===== config.mk =====
export PLATFORM = sky130hd
export DESIGN_NAME = dds_chan_ctrl
export DESIGN_NICKNAME = d
export VERILOG_FILES = /design/src/rtl/dds_chan_ctrl.sv
export SDC_FILE = /design/constraint.sdc
export NUM_CORES = 1
export LEC_CHECK = 0
export BUFFER_PORTS_ARGS = -buffer_cell sky130_fd_sc_hd__clkbuf_2
export CAP_MARGIN = 20
export CORE_MARGIN = 3
export CORE_UTILIZATION = 45
export DETAILED_ROUTE_END_ITERATION = 10
export GPL_ROUTABILITY_DRIVEN = 0
export SYNTH_ARGS = -nofsm -noshare
export SYNTH_HDL_FRONTEND = slang
export SYNTH_SLANG_ARGS = --single-unit

===== constraint.sdc =====
create_clock -name clk -period 5.4 [get_ports clk]
set_clock_uncertainty 0.05 [all_clocks]
set_input_delay 0.27 -clock clk [delete_from_list [all_inputs] [get_ports clk]]
set_output_delay 0.27 -clock clk [all_outputs]
set_load 0.05 [all_outputs]

===== src/rtl/dds_chan_ctrl.sv =====
// dds_chan_ctrl: clamps DDS channel parameter writes into per-channel shadows and commits them glitch-free to live outputs.
// Latency: write taken at edge N, clamped in N+1, shadow loaded at end of N+1; live on wrap/commit_all/timeout, or one cycle after the load when sync_en=0.
// Backpressure: wr_ready drops for the single cycle after each accepted write (at most one write per 2 cycles); no other stalls.
//
// Ports: clk/rst (sync, active-high); sync_en, commit_all, phase_wrap[NCH] commit controls;
//        wr_valid/wr_ready + wr_ch/wr_phase/wr_amp/wr_offset/wr_shape write port, wr_err pulse;
//        phase_M/signal_A/signal_off/signal_shape packed live values (channel i at slice i);
//        pending/update per-channel status.
module dds_chan_ctrl #(
  parameter int NCH       = 2,
  parameter int PHASE_W   = 16,
  parameter int AMP_W     = 12,
  parameter int OFF_W     = 12,
  parameter int DAC_MAX   = 4095,
  parameter int DEF_PHASE = 10,
  parameter int DEF_AMP   = 1200,
  parameter int TIMEOUT   = 65535,
  localparam int CH_W     = (NCH > 1) ? $clog2(NCH) : 1
) (
  input  logic                   clk,
  input  logic                   rst,
  input  logic                   sync_en,
  input  logic                   commit_all,
  input  logic                   wr_valid,
  output logic                   wr_ready,
  input  logic [CH_W-1:0]        wr_ch,
  input  logic [PHASE_W-1:0]     wr_phase,
  input  logic [AMP_W-1:0]       wr_amp,
  input  logic [OFF_W-1:0]       wr_offset,
  input  logic [1:0]             wr_shape,
  input  logic [NCH-1:0]         phase_wrap,
  output logic [NCH*PHASE_W-1:0] phase_M,
  output logic [NCH*AMP_W-1:0]   signal_A,
  output logic [NCH*OFF_W-1:0]   signal_off,
  output logic [NCH*2-1:0]       signal_shape,
  output logic [NCH-1:0]         pending,
  output logic [NCH-1:0]         update,
  output logic                   wr_err
);

  localparam int CNT_W = (TIMEOUT > 1) ? $clog2(TIMEOUT) : 1;
  localparam logic [CNT_W-1:0] CNT_LAST = CNT_W'(TIMEOUT - 1);

  typedef enum logic [1:0] {S_IDLE = 2'd0, S_PEND = 2'd1, S_COMMIT = 2'd2} state_t;

  // Input register: holds one accepted write for the clamp cycle.
  logic               r_in_vld;
  logic [CH_W-1:0]    r_in_ch;
  logic [PHASE_W-1:0] r_in_phase;
  logic [AMP_W-1:0]   r_in_amp;
  logic [OFF_W-1:0]   r_in_off;
  logic [1:0]         r_in_shape;

  assign wr_ready = ~r_in_vld;

  always_ff @(posedge clk) begin
    if (rst) begin
      r_in_vld   <= 1'b0;
      r_in_ch    <= '0;
      r_in_phase <= '0;
      r_in_amp   <= '0;
      r_in_off   <= '0;
      r_in_shape <= '0;
    end else begin
      r_in_vld <= wr_valid & ~r_in_vld;
      if (wr_valid & ~r_in_vld) begin
        r_in_ch    <= wr_ch;
        r_in_phase <= wr_phase;
        r_in_amp   <= wr_amp;
        r_in_off   <= wr_offset;
        r_in_shape <= wr_shape;
      end
    end
  end

  // Clamp: done in 32-bit so DAC_MAX - offset never wraps.
  logic [31:0]      w_off_ext;
  logic [31:0]      w_amp_lim;
  logic [OFF_W-1:0] w_off_c;
  logic [AMP_W-1:0] w_amp_c;
  logic [1:0]       w_shape_c;
  logic             w_off_clip, w_amp_clip, w_shape_bad, w_ch_bad;

  assign w_off_ext   = 32'(r_in_off);
  assign w_off_clip  = w_off_ext > 32'(DAC_MAX);
  assign w_off_c     = w_off_clip ? OFF_W'(DAC_MAX) : r_in_off;
  assign w_amp_lim   = 32'(DAC_MAX) - 32'(w_off_c);
  assign w_amp_clip  = 32'(r_in_amp) > w_amp_lim;
  // When clipping, the limit is below r_in_amp so it fits AMP_W.
  assign w_amp_c     = w_amp_clip ? AMP_W'(w_amp_lim) : r_in_amp;
  assign w_shape_bad = (r_in_shape == 2'd3);
  assign w_shape_c   = w_shape_bad ? 2'd0 : r_in_shape;
  assign w_ch_bad    = 32'(r_in_ch) >= 32'(NCH);
  assign wr_err      = r_in_vld & (w_off_clip | w_amp_clip | w_shape_bad | w_ch_bad);

  // Per-channel state.
  state_t             r_state     [NCH];
  state_t             w_state_nxt [NCH];
  logic [CNT_W-1:0]   r_cnt       [NCH];
  logic [PHASE_W-1:0] r_sh_phase  [NCH];
  logic [AMP_W-1:0]   r_sh_amp    [NCH];
  logic [OFF_W-1:0]   r_sh_off    [NCH];
  logic [1:0]         r_sh_shape  [NCH];
  logic [PHASE_W-1:0] r_lv_phase  [NCH];
  logic [AMP_W-1:0]   r_lv_amp    [NCH];
  logic [OFF_W-1:0]   r_lv_off    [NCH];
  logic [1:0]         r_lv_shape  [NCH];
  logic [NCH-1:0]     w_load, w_cond, w_commit, w_bypass;

  always_comb begin
    for (int c = 0; c < NCH; c++) begin
      w_load[c]      = r_in_vld & ~w_ch_bad & (32'(r_in_ch) == 32'(c));
      w_cond[c]      = phase_wrap[c] | commit_all |
                       ((r_state[c] == S_PEND) & ((r_cnt[c] == CNT_LAST) | ~sync_en));
      w_commit[c]    = 1'b0;
      w_bypass[c]    = 1'b0;
      w_state_nxt[c] = r_state[c];
      if (w_load[c]) begin
        // A commit condition on the load edge takes the fresh values straight to live,
        // so a stale shadow is never exposed.
        if (w_cond[c]) begin
          w_bypass[c]    = 1'b1;
          w_state_nxt[c] = S_COMMIT;
        end else begin
          w_state_nxt[c] = S_PEND;
        end
      end else begin
        case (r_state[c])
          S_IDLE:   w_state_nxt[c] = S_IDLE;
          S_PEND: begin
            if (w_cond[c]) begin
              w_commit[c]    = 1'b1;
              w_state_nxt[c] = S_COMMIT;
            end
          end
          S_COMMIT: w_state_nxt[c] = S_IDLE;
          default:  w_state_nxt[c] = S_IDLE;
        endcase
      end
    end
  end

  always_ff @(posedge clk) begin
    for (int c = 0; c < NCH; c++) begin
      if (rst) begin
        r_state[c]    <= S_IDLE;
        r_cnt[c]      <= '0;
        r_sh_phase[c] <= PHASE_W'(DEF_PHASE);
        r_sh_amp[c]   <= AMP_W'(DEF_AMP);
        r_sh_off[c]   <= '0;
        r_sh_shape[c] <= '0;
        r_lv_phase[c] <= PHASE_W'(DEF_PHASE);
        r_lv_amp[c]   <= AMP_W'(DEF_AMP);
        r_lv_off[c]   <= '0;
        r_lv_shape[c] <= '0;
      end else begin
        r_state[c] <= w_state_nxt[c];
        // Counter only runs while waiting for a wrap; a reload restarts it.
        if (w_load[c] || (r_state[c] != S_PEND)) r_cnt[c] <= '0;
        else if (r_cnt[c] != CNT_LAST)           r_cnt[c] <= r_cnt[c] + CNT_W'(1);
        if (w_load[c]) begin
          r_sh_phase[c] <= r_in_phase;
          r_sh_amp[c]   <= w_amp_c;
          r_sh_off[c]   <= w_off_c;
          r_sh_shape[c] <= w_shape_c;
        end
        if (w_bypass[c]) begin
          r_lv_phase[c] <= r_in_phase;
          r_lv_amp[c]   <= w_amp_c;
          r_lv_off[c]   <= w_off_c;
          r_lv_shape[c] <= w_shape_c;
        end else if (w_commit[c]) begin
          r_lv_phase[c] <= r_sh_phase[c];
          r_lv_amp[c]   <= r_sh_amp[c];
          r_lv_off[c]   <= r_sh_off[c];
          r_lv_shape[c] <= r_sh_shape[c];
        end
      end
    end
  end

  for (genvar g = 0; g < NCH; g++) begin : g_out
    assign phase_M[g*PHASE_W +: PHASE_W]  = r_lv_phase[g];
    assign signal_A[g*AMP_W +: AMP_W]     = r_lv_amp[g];
    assign signal_off[g*OFF_W +: OFF_W]   = r_lv_off[g];
    assign signal_shape[g*2 +: 2]         = r_lv_shape[g];
    assign pending[g]                     = (r_state[g] == S_PEND);
    assign update[g]                      = (r_state[g] == S_COMMIT);
  end

endmodule


==> results.sh, run 1 <==
export IMPL_critPathTopFamily="compound AO/OA/AOI/OAI gates"
export IMPL_finalSetupViolCount=0
export IMPL_r2r_cells=8
export IMPL_post_drt_wl_per_cell_um=18.3
export IMPL_fin_crit_sh=0.661
export IMPL_combPwrFrac=0.080
export IMPL_nets=1156
export IMPL_critPathCaptureType="primary output"
export IMPL_critPathArrivalTime_ns=3.25
export IMPL_clk_pin_slew_ns=0.06
export IMPL_place_area_um2=11500
export IMPL_post_cts_buffers=0
export IMPL_layout_drive_gt1_share=0.208
export IMPL_fin_util=0.564
export IMPL_hold_buffers=43
export IMPL_die_h_um=159
export IMPL_synth_seq_cells=248
export IMPL_ys_flop_type="edfxtp_1"
export IMPL_synth_top_cell_area_share=0.570
export IMPL_grt_max_degree=60
export IMPL_sw_frac_of_total=0.231
export IMPL_final_max_slew_violation_count=0
export IMPL_yosysTopAreaCell="edfxtp_1"
export IMPL_mappedNetlistNets=978
export IMPL_cp_depth=9
export IMPL_post_cts_resize_count=0
export IMPL_synth_most_common_cell="edfxtp_1"
export IMPL_cts_buffers=26
export IMPL_drc_errors=0
export IMPL_dp_hpwl_um=16300
export IMPL_drtAntennaViolNets=0
export IMPL_maxCapViolCount=0
export IMPL_period_needed_ns=3.57
export IMPL_netlist_area_um2=10500
export IMPL_io_buffers=139
export IMPL_startpoint_type="flop"
export IMPL_cp_required_ns=5.08
export IMPL_cts_root_buf="clkbuf_16"
export IMPL_synth_area_leaders="edfxtp_1 (57%), dfxtp_1 (9.1%), nand2_1 (7.0%), a21oi_1 (4.3%), nor2_1 (3.6%)"
export IMPL_p_sw_mw=1.01
export IMPL_core_area_um2=22800
export IMPL_grt_pass1_wl_um=40900
export IMPL_grt_usage=0.201
export IMPL_grt_overflow_total=0
export IMPL_r2r_setup_slack_ns=2.19
export IMPL_rows=55
export IMPL_first_global_vias=7328
export IMPL_synth_common_cells="edfxtp_1 (200), nand2_1 (197), nor2_1 (101)"
export IMPL_setup_tns_ns=0
export IMPL_slew_headroom=0.271
export IMPL_cp_slowest_stage_delay_ns=0.88
export IMPL_crit_buf_inv=2
export IMPL_crit_path_max_fanout=13
export IMPL_htreeDepth=1
export IMPL_vias=7436
export IMPL_cts_tree="done"
export IMPL_ioPinCount=140
export IMPL_cp_startpoint="r_in_off[0]"
export IMPL_synth_area_per_cell_um2=11.6
export IMPL_timing_hold_ws_ns=0.0320
export IMPL_drtIter0Drc=424
export IMPL_cts_max_path_buffers=3
export IMPL_hold_viol_final=0
export IMPL_crit_path_end="wr_err"
export IMPL_worstSkewPairLatency_ns=0.52
export IMPL_r2r_start="r_in_off[0]"
export IMPL_synthToLayoutAreaGrowth_pct=22.3
export IMPL_start_util=0.461
export IMPL_ys_warn_count=0
export IMPL_rsz0062_at_grt="false"
export IMPL_totalWireLength_um=26000
export IMPL_die_area_um2=25300
export IMPL_synth_edf_count=200
export IMPL_via_per_inst=5.23
export IMPL_tightestPinTransition_ns=1.09
export IMPL_fin_area_um2=12900
export IMPL_fmax_mhz=280
export IMPL_num_antenna_cells=0
export IMPL_first_pass_iters=5
export IMPL_clkPwrFrac=0.425
export IMPL_reg2reg_to="r_lv_amp[1][4]"
export IMPL_async_flop_share=0
export IMPL_internal_power_mw=3.38
export IMPL_pwr_share_seq=0.496
export IMPL_min_path_type="in -> reg"
export IMPL_die_width_um=159
export IMPL_seq_area_frac_synth=0.661
export IMPL_p_leak_nw=4.71
export IMPL_pre_cts_ws_ns=1.86
export IMPL_power_density_nw_per_um2=341
export IMPL_numClockSinks=248
export IMPL_synthCells=912
export IMPL_outcome="completed"
export IMPL_max_vdd_ir_drop_v=0.000217
export IMPL_cp_slowest_cell="a31oi_2"
export IMPL_final_setup_worst_slack_ns=1.83
export IMPL_antenna_found_initial=0
export IMPL_synth_cell_types=51
export IMPL_crit_type="reg -> out"
export IMPL_crit_chain="inv_1 > ha_1 > nor2b_1 > o211ai_1 > a211o_1 > a31oi_2 > a21oi_1 > nor2_1 > clkbuf_2"
[cell type report]
class                   count  area (um2)
multi-input cells         601        3300
repair buffers            194        1250
inverters                  19        71.3
clock buffers              40         786
flip-flops and latches    248        6970
well taps                 313         392
fillers                  1995        9950
clock inverters             8         121
[cell families after synthesis]
logic type | after synthesis | synth area share
flops | 248 | 0.661
simple gates | 392 | 0.164
compound gates | 154 | 0.0931
xor+xnor | 27 | 0.0224
mux | 12 | 0.0114
buf+inv | 63 | 0.0291
fa+ha+maj | 16 | 0.0190
[power by group through the flow]
stage / logic [mW] / registers [mW] / clock network [mW]
CTS: 0.349 / 2.18 / 1.90
global route: 0.375 / 2.19 / 1.97
finish: 0.349 / 2.18 / 1.86
global placement: 0.320 / 2.22 / 0
detailed placement: 0.323 / 2.22 / 0
floorplan: 0.119 / 2.31 / 0
[layout by cell type, fill, tap and decap left out, types with 2 or more instances in the layout]
cell / n
nand2_1: 197
nand4_1: 11
or2_2: 2
nor3b_1: 2
o22a_1: 2
edfxtp_1: 200
o21ai_0: 12
clkbuf_2: 139
o211ai_1: 5
bufinv_16: 3
o21ai_2: 20
clkbuf_1: 8
nand3_1: 17
and2_1: 28
clkbuf_8: 4
xnor2_1: 10
mux2i_1: 12
inv_1: 18
dfxtp_1: 48
dlygate4sd3_1: 43
nor2b_1: 4
a22o_1: 14
nor3_1: 3
buf_4: 9
xor2_1: 17
or3_1: 5
clkinv_2: 3
ha_1: 16
nand2b_1: 7
nor4_1: 2
clkbuf_16: 28
nor2_1: 100
a21oi_1: 91
[worst min path at each step]
stage	start	to	cells past startpoint
final	phase_wrap[1]	r_state[1][0]	4
after global routing	phase_wrap[1]	r_state[1][0]	4
after CTS	phase_wrap[1]	r_state[1][0]	4
after detailed placement	r_in_amp[10]	r_in_amp[10]	2
after global placement	r_in_amp[10]	r_in_amp[10]	2
after floorplan	wr_amp[0]	r_in_amp[0]	2
[registers in the layout, indices dropped and copies added (netlist names)]
| signal | count |
|---|---|
| r_in_shape | 2 |
| r_lv_off | 24 |
| r_lv_shape | 4 |
| r_lv_amp | 24 |
| r_state | 4 |
| r_sh_phase | 32 |
| r_in_phase | 16 |
| r_cnt | 32 |
| r_lv_phase | 32 |
| r_sh_off | 24 |
| r_in_off | 12 |
| r_in_amp | 12 |
| r_in_ch | 1 |
| r_sh_amp | 24 |
| r_sh_shape | 4 |
| r_in_vld | 1 |
[worst min-delay path: stages]
cell and delay (ns):
clkbuf_2 0.13, nor2_1 0.07, nand2_1 0.06, nor2_1 0.03
[layer usage]
metal  vias up  part of all wire  track usage
li1       3560                 -            -
met1      3588              0.45        0.277
met2       234              0.47        0.327
met3        54             0.055       0.0346
met4         0             0.027       0.0680
met5         -                 0            0
[stage by stage]
| step | cells | total power, mW |
|---|---|---|
| after floorplan | 912 | 2.43 |
| after global placement | 1329 | 2.54 |
| after detailed placement | 1330 | 2.54 |
| after CTS | 1421 | 4.43 |
| after global routing | 1423 | 4.53 |
| final | 1423 | 4.39 |
Note: power is estimated with default switching activity, not from simulation.
==> run 2: changes to the inputs <==
- clock period: 5.4 -> 3.4 ns (I/O delays scaled with it)
==> results.sh, run 2 (same netlist as run 1, synthesis figures left out) <==
export IMPL_outcome="completed"
export IMPL_crit_type="reg -> out"
export IMPL_fin_util=0.562
export IMPL_critPathCaptureType="primary output"
export IMPL_timing_hold_ws_ns=0.0215
export IMPL_min_path_type="in -> reg"
export IMPL_cts_buffers=26
export IMPL_hold_buffers=45
export IMPL_grt_overflow_total=0
export IMPL_p_leak_nw=4.69
export IMPL_fmax_mhz=330
export IMPL_layout_common_cells="edfxtp_1 (200), nand2_1 (197), clkbuf_2 (139)"
export IMPL_die_h_um=159
export IMPL_period_needed_ns=3.03
export IMPL_drtIter0Drc=495
export IMPL_fin_crit_sh=0.892
export IMPL_critPathTopFamily="compound AO/OA/AOI/OAI gates"
export IMPL_nFillCells=2012
export IMPL_htreeDepth=1
export IMPL_grt_max_degree=45
export IMPL_drc_errors=0
export IMPL_rows=55
export IMPL_startpoint_type="flop"
export IMPL_ioPinCount=140
export IMPL_grt_usage=0.210
export IMPL_cp_required_ns=3.18
export IMPL_numClockSinks=248
export IMPL_io_buffers=139
export IMPL_num_antenna_cells=0
export IMPL_final_max_slew_violation_count=0
export IMPL_die_area_um2=25300
export IMPL_core_area_um2=22800
export IMPL_vias=7501
export IMPL_finalSetupViolCount=0
export IMPL_die_width_um=159
export IMPL_hold_viol_final=0
export IMPL_nets=1166
export IMPL_reg_top3="r_cnt: 32 flops, r_lv_phase: 32 flops, r_sh_phase: 32 flops"
export IMPL_setup_tns_ns=0
export IMPL_layout_commonest_cell="edfxtp_1"
export IMPL_first_pass_iters=5
export IMPL_post_cts_resize_count=0
export IMPL_post_cts_buffers=0
export IMPL_grt_pass1_wl_um=42200
export IMPL_rsz0062_at_grt="false"
export IMPL_first_global_vias=7487
export IMPL_max_vdd_ir_drop_v=0.000325
export IMPL_post_drt_wl_per_cell_um=18.8
export IMPL_clk_pin_slew_ns=0.06
export IMPL_maxCapViolCount=0
export IMPL_totalWireLength_um=27000
export IMPL_cts_max_path_buffers=3
export IMPL_layout_drive_gt1_share=0.209
export IMPL_dp_hpwl_um=17000
export IMPL_start_util=0.461
export IMPL_cp_slowest_stage_delay_ns=0.37
export IMPL_crit_chain="ha_1 > nand4_1 > a211o_1 > a31oi_2 > buf_4 > a21oi_1 > nor2_1 > clkbuf_2"
export IMPL_cts_root_buf="clkbuf_16"
export IMPL_crit_path_max_fanout=9
export IMPL_cts_tree="done"
export IMPL_antenna_found_initial=0
export IMPL_critPathArrivalTime_ns=2.81
export IMPL_tightestPinTransition_ns=1.03
export IMPL_finalPower_mw=6.70
export IMPL_drtAntennaViolNets=0
export IMPL_power_density_nw_per_um2=522
export IMPL_worstSkewPairLatency_ns=0.53
export IMPL_via_per_inst=5.23
export IMPL_synthToLayoutAreaGrowth_pct=21.7
export IMPL_slew_headroom=0.313
export IMPL_crit_buf_inv=2
export IMPL_cp_slowest_cell="a31oi_2"
## run 2: changes by cell type in the layout (fill, tap and decap cells not counted)
cell           before  now
buf_12              1    0
buf_16              1    0
buf_4               9   20
buf_6               1    0
bufinv_16           3    1
clkbuf_16          28   27
clkbuf_8            4    1
clkinv_1            0    5
clkinv_2            3    6
clkinv_4            1    0
clkinvlp_4          1    0
dlygate4sd3_1      43   45
or2_0               0    1
or2_1               1    0
## run 2: worst paths after layout
path                                   start             end  slack [ns]  cells past startpoint
worst max-delay path            r_in_off[10]          wr_err        0.37                      8
worst min-delay path                 sync_en   r_state[1][0]        0.02                      3
worst max register to register  r_in_off[10]  r_lv_amp[1][4]        0.63                      7
worst min register to register   r_in_amp[0]     r_in_amp[0]        0.42                      2
## run 2: power by group
part	internal (mW)	switching (mW)	total [mW]	leakage (nW)
clock network	1.55	1.13	2.68	0.395
registers	3.40	0.0644	3.46	2.47
logic	0.150	0.410	0.559	1.83
total	5.09	1.61	6.70	4.69
## run 2: routing by layer
layer | share of wire | global-route usage
met2 | 0.49 | 0.357
met4 | 0.017 | 0.0478
met1 | 0.43 | 0.285
met5 | 0 | 0
met3 | 0.057 | 0.0323
## run 2: final cells by class
| class | count | area (um2) | share of cell area |
|---|---|---|---|
| Clock buffer | 36 | 719 | 0.0561 |
| Clock inverter | 12 | 78.8 | 0.00614 |
| Inverter | 19 | 71.3 | 0.00556 |
| Multi-Input combinational cell | 601 | 3300 | 0.258 |
| Sequential cell | 248 | 6970 | 0.543 |
| Tap cell | 313 | 392 | 0.0305 |
| Timing Repair Buffer | 204 | 1300 | 0.101 |
## run 2: stage by stage
stage,setup WS (ns),cells,instance area [um2]
CTS,0.330,1433,12800
finish,0.368,1433,12800
detailed placement,0.601,1340,11600
global placement,0.649,1340,11600
global route,0.171,1433,12800
floorplan,0.297,912,10500
## run 2: worst reg2reg max path, stage by stage (launching register included)
cell and delay, ns:
dfxtp_1 0.33, ha_1 0.33, nand4_1 0.15, a211o_1 0.30, a31oi_2 0.37, buf_4 0.29, mux2i_1 0.50, o211ai_1 0.16
